$ cat config.mk
export PLATFORM = sky130hd
export DESIGN_NAME = mux2a1_cuatrobits_tx
export DESIGN_NICKNAME = d
export VERILOG_FILES = /design/src/rtl/mux2a1_cuatrobits_pkg.sv /design/src/rtl/mux2a1_cuatrobits_tx_lane_fifo2.sv /design/src/rtl/mux2a1_cuatrobits_tx.sv
export SDC_FILE = /design/constraint.sdc
export NUM_CORES = 1
export LEC_CHECK = 0
export CORE_MARGIN = 2
export CORE_UTILIZATION = 56
export CTS_CLUSTER_SIZE = 24
export DETAILED_ROUTE_END_ITERATION = 12
export PLACE_DENSITY = 0.93
export SLEW_MARGIN = 5
export SYNTH_ARGS = -nofsm -noshare
export SYNTH_HDL_FRONTEND = slang
export SYNTH_SLANG_ARGS = --single-unit
$ cat constraint.sdc
create_clock -name clk_4f -period 5.05 [get_ports clk_4f]
set_input_delay 0.505 -clock clk_4f [delete_from_list [all_inputs] [get_ports clk_4f]]
set_output_delay 0.505 -clock clk_4f [all_outputs]
set_load 0.02 [all_outputs]
$ cat src/rtl/mux2a1_cuatrobits_pkg.sv
// Constants and types shared by the 2-to-1 transmit serializer and its 1-to-2 receive demux.
package mux2a1_cuatrobits_pkg;

    localparam int DATA_W_DEF     = 4;
    localparam int FIFO_DEPTH_DEF = 2;
    localparam int NUM_LANES      = 2;

    // The receive side starts on lane 0 and toggles on every valid word.
    localparam logic RX_FIRST_LANE = 1'b0;

    typedef logic [1:0] count_t;
    typedef logic       lane_idx_t;

    function automatic logic count_has_room(input count_t cnt, input int depth);
        return int'(cnt) < depth;
    endfunction

endpackage

$ cat src/rtl/mux2a1_cuatrobits_tx_lane_fifo2.sv
// Two-entry per-lane FIFO; push and pop may occur in the same cycle.
module lane_fifo2
    import mux2a1_cuatrobits_pkg::*;
#(
    parameter int DATA_W = DATA_W_DEF
) (
    input  logic              clk_4f,
    input  logic              reset,
    input  logic              push,
    input  logic [DATA_W-1:0] push_data,
    input  logic              pop,
    output count_t            count,
    output logic [DATA_W-1:0] head
);

    logic [DATA_W-1:0] mem_q [2];
    logic [DATA_W-1:0] mem_d [2];
    logic              wr_ptr_q, wr_ptr_d;
    logic              rd_ptr_q, rd_ptr_d;
    count_t            count_q, count_d;
    logic              do_push, do_pop;

    always_comb begin
        mem_d    = mem_q;
        do_push  = push && (count_q != 2'd2);
        do_pop   = pop && (count_q != 2'd0);
        if (do_push) begin
            mem_d[wr_ptr_q] = push_data;
        end
        // 1-bit pointers wrap modulo 2 on their own
        wr_ptr_d = wr_ptr_q ^ do_push;
        rd_ptr_d = rd_ptr_q ^ do_pop;
        count_d  = count_q + count_t'(do_push) - count_t'(do_pop);
    end

    always_ff @(posedge clk_4f) begin
        if (reset) begin
            mem_q[0] <= '0;
            mem_q[1] <= '0;
            wr_ptr_q <= 1'b0;
            rd_ptr_q <= 1'b0;
            count_q  <= 2'd0;
        end else begin
            mem_q    <= mem_d;
            wr_ptr_q <= wr_ptr_d;
            rd_ptr_q <= rd_ptr_d;
            count_q  <= count_d;
        end
    end

    assign count = count_q;
    assign head  = mem_q[rd_ptr_q];

endmodule

$ cat src/rtl/mux2a1_cuatrobits_tx.sv
// 2-to-1 serializer: buffers two input lanes and emits words in strict lane0/lane1 alternation.
module mux2a1_cuatrobits_tx
    import mux2a1_cuatrobits_pkg::*;
#(
    parameter int DATA_W     = DATA_W_DEF,
    parameter int FIFO_DEPTH = FIFO_DEPTH_DEF
) (
    input  logic              clk_4f,
    input  logic              reset,
    input  logic              valid_in0,
    input  logic [DATA_W-1:0] data_in0,
    output logic              ready_in0,
    input  logic              valid_in1,
    input  logic [DATA_W-1:0] data_in1,
    output logic              ready_in1,
    output logic              valid_out,
    output logic [DATA_W-1:0] data_out,
    output logic              lane_out,
    output logic              idle
);

    logic              lane_valid [NUM_LANES];
    logic [DATA_W-1:0] lane_data  [NUM_LANES];
    logic              lane_ready [NUM_LANES];
    logic              lane_pop   [NUM_LANES];
    count_t            lane_count [NUM_LANES];
    logic [DATA_W-1:0] lane_head  [NUM_LANES];

    lane_idx_t         sel_q, sel_d;
    logic              valid_out_q, valid_out_d;
    logic [DATA_W-1:0] data_out_q, data_out_d;
    lane_idx_t         lane_out_q, lane_out_d;
    logic              serve;

    assign lane_valid[0] = valid_in0;
    assign lane_valid[1] = valid_in1;
    assign lane_data[0]  = data_in0;
    assign lane_data[1]  = data_in1;

    generate
        for (genvar gi = 0; gi < NUM_LANES; gi++) begin : g_lane
            assign lane_ready[gi] = !reset && count_has_room(lane_count[gi], FIFO_DEPTH);
            assign lane_pop[gi]   = serve && (sel_q == lane_idx_t'(gi));

            lane_fifo2 #(
                .DATA_W(DATA_W)
            ) u_fifo (
                .clk_4f   (clk_4f),
                .reset    (reset),
                .push     (lane_valid[gi] && lane_ready[gi]),
                .push_data(lane_data[gi]),
                .pop      (lane_pop[gi]),
                .count    (lane_count[gi]),
                .head     (lane_head[gi])
            );
        end
    endgenerate

    // Only the selected lane may be served; the other waits even if it holds data.
    always_comb begin
        serve       = (lane_count[sel_q] != 2'd0);
        valid_out_d = serve;
        data_out_d  = data_out_q;
        lane_out_d  = lane_out_q;
        sel_d       = sel_q;
        if (serve) begin
            data_out_d = lane_head[sel_q];
            lane_out_d = sel_q;
            sel_d      = ~sel_q;
        end
    end

    always_ff @(posedge clk_4f) begin
        if (reset) begin
            sel_q       <= RX_FIRST_LANE;
            valid_out_q <= 1'b0;
            data_out_q  <= '0;
            lane_out_q  <= 1'b0;
        end else begin
            sel_q       <= sel_d;
            valid_out_q <= valid_out_d;
            data_out_q  <= data_out_d;
            lane_out_q  <= lane_out_d;
        end
    end

    assign ready_in0 = lane_ready[0];
    assign ready_in1 = lane_ready[1];
    assign valid_out = valid_out_q;
    assign data_out  = data_out_q;
    assign lane_out  = lane_out_q;
    assign idle      = (lane_count[0] == 2'd0) && (lane_count[1] == 2'd0);

endmodule

==> results_dict.tcl, run 1 <==
set metrics [dict create \
    outcome "complete, no violations" \
    clk_latency_ns 0.33 \
    hold_viol 0 \
    yosysSeqAreaShare_pct 45.2 \
    cts_htree_levels 2 \
    ys_ff_latch 31 \
    synth-xor-area-share_pct 2.55 \
    numCtsBuffers 5 \
    dp_hpwl_mm 1.77 \
    die_h_um 53.5 \
    fillCellCount 178 \
    cts_num_sinks 31 \
    rsz0062_at_grt "no" \
    fin_crit_sh_pct 59.6 \
    p_int_mw 0.479 \
    start_kind "input pin" \
    crit_path_frequent_cell "clkdlybuf4s50_1" \
    post-route-min-period_ns 3.01 \
    path_buf_inv 2 \
    synth_top_area_share_pct 45.2 \
    drt-vias-per-instance 5.31 \
    synthCells 139 \
    clockBufferDepth 2 \
    drt-total-wl_mm 2.37 \
    clock.fmax_ghz 0.333 \
    post-cts-setup-buffers 0 \
    cts_tree "built" \
    initial_core_util_pct 60.4 \
    synthAdderAreaFrac_pct 7.29 \
    cp_num_cells 3 \
    whs_path_depth 2 \
    syn_area_per_cell_um2 9.88 \
    overflow 0 \
    post-route-worst-setup-slack_ns 2.04 \
    cts_root_buffer "clkbuf_4" \
    ant_nets 0 \
    numPortBuffers 20 \
    place_area_mm2 0.00156 \
    cp_max_fo 33 \
    die_w_um 53.5 \
    setup_viol 0 \
    grt_pass1_wl_mm 4.05 \
    synth_area_mm2 0.00137 \
    crit_type "in2out" \
    drt_first_iter_violations 14 \
    grt_max_degree 34 \
    tns_ns 0 \
    power_density_mw_per_mm2 465 \
    drive_gt1_share_pct 6.37 \
    synth_top_family_by_area "multiplexers" \
    wl_per_cell_um 12.8 \
    syn_to_final_growth_pct 17.1 \
    n_antenna_cell 0 \
    slew_headroom_pct 25.0 \
    p_clk_share_pct 18.2 \
    stdcell_area_mm2 0.00161 \
    crit_family "buffers and inverters" \
    worstHoldStart "lane_out" \
    drc 0 \
    die_area_mm2 0.00287 \
    synth_cell_type_count 21 \
    ctsHoldBuffers 0 \
    ios 21 \
    crit_arrival_ns 2.50 \
    reg2reg_depth 8 \
    p_leak_nw 0.630 \
    max_cap_violations 0 \
    min_to "lane_out" \
    multi_input_area_um2 669 \
    utilization_pct 70.7 \
    antenna_found_initial 0 \
    synth_area_leader_cell "dfxtp_1" \
    critPathSlowestCell "clkdlybuf4s50_1" \
    timing.rr.start "g_lane[1].u_fifo.count[0]" \
    tightestPinTransition_ns 1.12 \
    core-area_mm2 0.00228 \
    rrSetupSlack_ns 3.25 \
    seq_area_um2 621 \
    cp_cell_sequence "clkdlybuf4s50_1, nor2_1, clkdlybuf4s50_1" \
    pre_cts_slack_ns 2.04 \
    final_max_slew_viol_count 0 \
    pwr-share-seq_pct 45.5 \
    cp_slowest_stage_delay_ns 0.99 \
    yosys.area_share.simple_pct 13.2 \
    rows 17 \
    comb_power_share_pct 36.3 \
    yosysWarningCount 0 \
    switchingPower_mw 0.269 \
    r2r_end "g_lane[1].u_fifo.count[1]" \
    syn_nets 159 \
    grt_pass1_vias 946 \
    irDropWorstVdd_v 0.000325 \
    vias 983 \
    p_sw_share_pct 35.9 \
    dr.pass1.iters 4 \
    gp_congestion 0.770 \
    track_usage_pct 20.7 \
    hp-class "reg2reg" \
    fin_cells 185 \
    critPathRequiredTime_ns 4.55 \
    dp_cells 177 \
    post_cts_resized 0 \
    clock-skew-final_ns 0.00587 \
    synth-compound-area-share_pct 8.20 \
    synth_mux_area_share_pct 17.5 \
    fin_nets 176 \
    synth_area_leaders "dfxtp_1 (45%), mux2i_1 (17%), ha_1 (7.3%), nor2_1 (6.6%), o22a_1 (2.6%)" \
    clk_pin_slew_ns 0.09 \
    cp-end-kind "output port" \
]
==> state kept, by name, summed over array words and instances, names as in the netlist <==
| name | count |
|---|---|
| g_lane.u_fifo.mem_q | 16 |
| data_out | 4 |
| g_lane.u_fifo.count | 4 |
| g_lane.u_fifo.rd_ptr_q | 2 |
| g_lane.u_fifo.wr_ptr_q | 2 |
| lane_out | 1 |
| sel_q | 1 |
| valid_out | 1 |
==> power by group through the flow <==
stage          logic, mW  registers (mW)  clock network [mW]
3_5_place_dp       0.273           0.347                   0
3_3_place_gp       0.258           0.344                   0
2_1_floorplan      0.199           0.336                   0
6_report           0.271           0.340               0.136
5_1_grt            0.303           0.348               0.147
4_1_cts            0.273           0.341               0.140
==> kinds of logic after synthesis <==
group,count (synthesis)
AO/OA/AOI/OAI,16
XOR/XNOR,4
adder cells (fa/ha/maj),8
buffers and inverters,19
flip-flops,31
multiplexers,24
AND/OR/NAND/NOR,37
==> per-stage QoR <==
step | total power [mW] | hold slack (ns)
after floorplan | 0.535 | 0.460
after global placement | 0.602 | 0.448
after detailed placement | 0.619 | 0.470
after CTS | 0.754 | 0.483
after global routing | 0.798 | 0.496
final | 0.748 | 0.477
==> cells in the mapped netlist (all sizes together) <==
| master | n |
|---|---|
| a21oi | 6 |
| and2 | 4 |
| buf | 5 |
| clkbuf | 5 |
| dfxtp | 31 |
| ha | 8 |
| inv | 9 |
| mux2i | 24 |
| nand2 | 1 |
| nor2 | 24 |
| nor2b | 2 |
| nor3 | 4 |
| nor3b | 1 |
| nor4 | 1 |
| o21ai | 5 |
| o21bai | 1 |
| o22a | 4 |
| xor2 | 4 |
==> layout make-up <==
class	instances	area share, %
timing repair buffer	20	12.4
clock inverter	1	0.311
clock buffer	7	2.80
multi-input combinational	89	41.6
tap	28	2.18
sequential	31	38.6
inverter	9	2.10
==> worst register-to-register path: cells and delay by family, from the launching register on <==
kind	cells	cell delay (ns)
simple gates	2	0.19
buf+inv	2	0.13
fa+ha+maj	2	0.47
flops	1	0.38
compound gates	1	0.31
xor+xnor	1	0.16
==> worst max-delay path by stage <==
stage,end,start,slack [ns]
6_report,ready_in1,reset,2.04
5_1_grt,ready_in0,reset,1.90
4_1_cts,ready_in1,reset,2.05
3_5_place_dp,ready_in1,reset,2.04
3_3_place_gp,ready_in0,reset,2.11
2_1_floorplan,g_lane[0].u_fifo.mem_q[0],reset,3.15
==> routing by layer <==
metal  part of all wire [%]  wire (um)  track usage (%)
met5                      0          0                0
met4                    2.7         64             15.4
met3                    4.8        115             6.11
met2                     47       1120             32.7
met1                     45       1070             23.6
==> placed cells by master (no fill, tap or decap) <==
cell type	instances
nor2_1	24
nor2b_1	2
nor3b_4	1
nor3_1	3
clkbuf_4	5
clkinv_2	1
o21ai_2	1
o21bai_4	1
dfxtp_1	31
inv_1	9
nor3_2	1
ha_1	8
a21oi_1	6
nand2_1	1
clkdlybuf4s50_1	20
o21ai_0	4
mux2i_1	24
and2_1	4
nor4_1	1
clkbuf_1	2
xor2_1	4
o22a_1	4
Power figures use the tool's default switching activity.
==> run 2, diff against run 1 <==
- CORE_UTILIZATION: 56 -> 47
- PLACE_DENSITY: 0.93 -> 0.85
- clock period: 5.05 -> 2.6 ns (I/O delays scaled with it)
==> run 2 against run 1 <==
  * Clock skew is essentially flat
  * Largest cell class unchanged
  * Largest power group unchanged
  * Worst setup slack lost 1.4 ns
  * Power grew 97%
  * Critical path type is now reg2out
  * Cell count grew 2.2%
  * Critical endpoint is now idle
==> results_dict.tcl, run 2 (synthesis gave the netlist of run 1 again) <==
set metrics [dict create \
    place_area_mm2 0.00158 \
    irDropWorstVdd_v 0.000474 \
    post_cts_resized 0 \
    cp_slowest_stage_delay_ns 0.66 \
    clk_pin_slew_ns 0.09 \
    numCtsBuffers 5 \
    cp-startpoint "g_lane[0].u_fifo.count[0]" \
    die_w_um 58.1 \
    largest_register_ffs 16 \
    max_cap_violations 0 \
    wl_per_cell_um 13.6 \
    switchingPower_mw 0.522 \
    layout_common_cells "dfxtp_1 (31), nor2_1 (24), mux2i_1 (24)" \
    numPortBuffers 20 \
    cp_num_cells 2 \
    drt_first_iter_violations 12 \
    antenna_found_initial 0 \
    crit_family "buffers and inverters" \
    rows 19 \
    post-route-min-period_ns 1.95 \
    pre_cts_slack_ns 0.588 \
    rsz0062_at_grt "no" \
    slew_headroom_pct 79.1 \
    fin_crit_sh_pct 75.0 \
    clock-skew-final_ns 0.00620 \
    grt_pass1_wl_mm 4.29 \
    p_int_mw 0.952 \
    reg2reg_depth 8 \
    gp_congestion 0.735 \
    overflow 0 \
    critPathRequiredTime_ns 2.34 \
    ctsHoldBuffers 0 \
    cts_tree "built" \
    comb_power_share_pct 36.1 \
    n_antenna_cell 0 \
    post-route-worst-setup-slack_ns 0.649 \
    fin_nets 178 \
    core-area_mm2 0.00276 \
    clk_latency_ns 0.33 \
    pwr-share-seq_pct 44.9 \
    outcome "complete, no violations" \
    cp-end-kind "output port" \
    syn_to_final_growth_pct 18.9 \
    utilization_pct 59.3 \
    ant_nets 0 \
    dp_hpwl_mm 1.99 \
    dr.pass1.iters 4 \
    clockBufferDepth 2 \
    crit_type "reg2out" \
    fin_cells 189 \
    final_max_slew_viol_count 0 \
    vias 980 \
    tns_ns 0 \
    grt_max_degree 20 \
    dp_cells 182 \
    die_h_um 58.1 \
    crit_end "idle" \
    clock.fmax_ghz 0.513 \
    hp-class "reg2reg" \
    die_area_mm2 0.00337 \
    p_leak_nw 0.644 \
    drt-total-wl_mm 2.57 \
    drt-vias-per-instance 5.19 \
    ios 21 \
    holdWs_ns 0.469 \
    path_buf_inv 1 \
    track_usage_pct 17.2 \
    cts_num_sinks 31 \
    cp_cell_sequence "nor4_1, clkdlybuf4s50_1" \
    post-cts-setup-buffers 0 \
    tightestPinTransition_ns 0.312 \
    crit_arrival_ns 1.69 \
    drive_gt1_share_pct 8.23 \
    drc 0 \
    cts_root_buffer "clkbuf_4" \
    hold_viol 0 \
    grt_pass1_vias 999 \
    p_sw_share_pct 35.4 \
    initial_core_util_pct 49.8 \
    final_common_cell "dfxtp_1" \
    critPathSlowestCell "clkdlybuf4s50_1" \
    stdcell_area_mm2 0.00163 \
    r2r_end "g_lane[1].u_fifo.count[1]" \
    p_clk_share_pct 19.0 \
    power_density_mw_per_mm2 902 \
    cp_max_fo 4 \
    cts_htree_levels 2 \
    whs_path_depth 2 \
    rrSetupSlack_ns 0.84 \
    setup_viol 0 \
    timing.rr.start "g_lane[1].u_fifo.count[1]" \
    finalPower_mw 1.47 \
    regMostFlops "g_lane.u_fifo.mem_q" \
    start_kind "register" \
]
[run 2: how the worst min path moves through the flow]
stage	end	slack, ns	startpoint
after floorplan	g_lane[0].u_fifo.mem_q[4]	0.41	data_in0[0]
after global placement	lane_out	0.45	lane_out
after detailed placement	lane_out	0.46	lane_out
after CTS	lane_out	0.47	lane_out
after global routing	lane_out	0.50	lane_out
final	lane_out	0.47	lane_out
[run 2: layer usage]
layer / track usage, % / share of wire [%] / vias to the layer above
li1: - / - / 498
met1: 18.4 / 41 / 457
met2: 30.8 / 52 / 20
met3: 4.02 / 4.2 / 5
met4: 9.30 / 1.9 / 0
met5: 0 / 0 / -
[run 2: power groups by stage]
stage	Clock, mW	Sequential [mW]	Combinational, mW
after global routing	0.311	0.675	0.598
after floorplan	0	0.652	0.387
after global placement	0	0.667	0.511
after CTS	0.287	0.663	0.539
final	0.280	0.661	0.533
after detailed placement	0	0.675	0.536
[run 2: worst reg2reg max path: stages (launching register included)]
cell,delay (ns)
dfxtp_1,0.39
o21ai_2,0.31
inv_1,0.08
ha_1,0.28
inv_1,0.04
ha_1,0.19
xor2_1,0.15
and2_1,0.16
nor3_1,0.11
[run 2: area by class of cell]
type | count | area [um^2]
flip-flops and latches | 31 | 621
well taps | 31 | 38.8
multi-input cells | 89 | 669
clock inverters | 1 | 5.00
repair buffers | 22 | 215
fillers | 236 | 1120
clock buffers | 6 | 51.3
inverters | 9 | 33.8
==> run 3, diff against run 2 <==
- CORE_UTILIZATION: 47 -> 52
- PLACE_DENSITY: 0.85 -> 0.88
- clock period: 2.6 -> 2 ns (I/O delays scaled with it)
==> run 3 against run 2 <==
  * Clock power is 83% higher
  * Register-to-register slack worse by 0.62 ns
  * Sequential cell count stayed put
  * Count of clock-buffer cells in the layout stayed put
==> results_dict.tcl, run 3 (synthesis gave the netlist of run 1 again) <==
set metrics [dict create \
    die_area_mm2 0.00307 \
    final_common_cell "dfxtp_1" \
    fin_crit_sh_pct 88.8 \
    crit_end "g_lane[0].u_fifo.count[1]" \
    numPortBuffers 20 \
    cts_htree_levels 2 \
    post-cts-setup-buffers 0 \
    antenna_found_initial 0 \
    die_h_um 55.4 \
    hold_viol 0 \
    crit_arrival_ns 2.04 \
    cts_tree "built" \
    power_density_mw_per_mm2 1250 \
    grt_pass1_wl_mm 4.29 \
    timing.rr.start "g_lane[0].u_fifo.count[1]" \
    core-area_mm2 0.00250 \
    cp_max_fo 8 \
    dr.pass1.iters 4 \
    die_w_um 55.4 \
    cp_slowest_stage_delay_ns 0.40 \
    ctsHoldBuffers 0 \
    cp_cell_sequence "o21bai_4, inv_1, ha_1, inv_1, ha_1, xor2_1, nor2_1, nor3_1" \
    rrSetupSlack_ns 0.22 \
    irDropWorstVdd_v 0.000821 \
    setup_viol 0 \
    holdWs_ns 0.469 \
    rsz0062_at_grt "no" \
    tightestPinTransition_ns 0.318 \
    clockBufferDepth 2 \
    overflow 0 \
    post-route-min-period_ns 1.78 \
    outcome "complete, no violations" \
    drc 0 \
    clk_latency_ns 0.34 \
    clock-skew-final_ns 0.0116 \
    drt-vias-per-instance 5.24 \
    cts_num_sinks 31 \
    grt_max_degree 32 \
    reg2reg_depth 8 \
    syn_to_final_growth_pct 21.2 \
    post-route-worst-setup-slack_ns 0.224 \
    post_cts_resized 0 \
    n_antenna_cell 0 \
    initial_core_util_pct 55.0 \
    tns_ns 0 \
    drt-total-wl_mm 2.58 \
    cp-startpoint "g_lane[0].u_fifo.count[1]" \
    hp-class "reg2reg" \
    numCtsBuffers 5 \
    finalPower_mw 2.08 \
    cp-end-kind "register" \
    layout_common_cells "dfxtp_1 (31), nor2_1 (24), mux2i_1 (24)" \
    regMostFlops "g_lane.u_fifo.mem_q" \
    final_max_slew_viol_count 0 \
    crit_type "reg2reg" \
    largest_register_ffs 16 \
    cts_root_buffer "clkbuf_4" \
    drive_gt1_share_pct 8.81 \
    stdcell_area_mm2 0.00167 \
    clk_pin_slew_ns 0.10 \
    slew_headroom_pct 78.7 \
    rows 18 \
    max_cap_violations 0 \
    critPathRequiredTime_ns 2.27 \
    gp_congestion 0.728 \
    pre_cts_slack_ns 0.249 \
    ios 21 \
    start_kind "register" \
    clock.fmax_ghz 0.563 \
    place_area_mm2 0.00158 \
    r2r_end "g_lane[0].u_fifo.count[1]" \
    grt_pass1_vias 952 \
    critPathSlowestCell "dfxtp_1" \
    drt_first_iter_violations 14 \
    track_usage_pct 18.1 \
    dp_hpwl_mm 1.94 \
    wl_per_cell_um 13.6 \
    fin_nets 178 \
    ant_nets 0 \
    p_leak_nw 0.667 \
    vias 990 \
]
run 3: cell count changes in the layout (fill, tap and decap cells not counted), sizes merged:
cell           previous run  this run
clkdlybuf4s50            20        19
bufinv                    0         1
dlymetal6s2s              0         1
run 3: routing by layer:
metal / GRT usage, % / vias to the layer above / share of wire [%]
met3: 8.20 / 6 / 5.4
met4: 7.32 / 0 / 1.7
met2: 29.1 / 19 / 49
met5: 0 / - / 0
met1: 20.9 / 464 / 44
li1: - / 501 / -
run 3: where the power goes:
part	leakage, nW	internal [mW]	switching, mW
clock	0.0482	0.295	0.217
sequential	0.253	0.725	0.138
combinational	0.366	0.354	0.353
total	0.667	1.37	0.707
run 3: worst min path at each step:
stage	cells after the start	slack, ns	end	startpoint
5_1_grt	2	0.50	lane_out	lane_out
2_1_floorplan	2	0.35	g_lane[0].u_fifo.mem_q[4]	data_in0[0]
3_5_place_dp	2	0.45	lane_out	lane_out
3_3_place_gp	2	0.45	lane_out	lane_out
6_report	2	0.47	lane_out	lane_out
4_1_cts	2	0.47	lane_out	lane_out
run 3: layout make-up:
| cell class | instances | area (um^2) |
|---|---|---|
| Fill cell | 199 | 835 |
| Multi-Input combinational cell | 89 | 669 |
| Sequential cell | 31 | 621 |
| Timing Repair Buffer | 22 | 218 |
| Clock buffer | 6 | 51.3 |
| Tap cell | 30 | 37.5 |
| Clock inverter | 2 | 35.0 |
| Inverter | 9 | 33.8 |
run 3: worst max-delay path, delay by kind of cell (launching register included):
kind                       cells  cell delay [ns]
adders and majority gates      2             0.47
AOI/OAI and AO/OA              1             0.25
DFF                            1             0.40
buffers and inverters          2             0.13
and+or+nand+nor                2             0.26
xor gates and xnor gates       1             0.20
run 3: stage by stage:
step | util (%) | instances
after floorplan | - | 139
after global placement | 63.1 | 181
after detailed placement | 63.1 | 181
after CTS | 66.5 | 189
after global routing | 66.6 | 189
final | 66.6 | 189
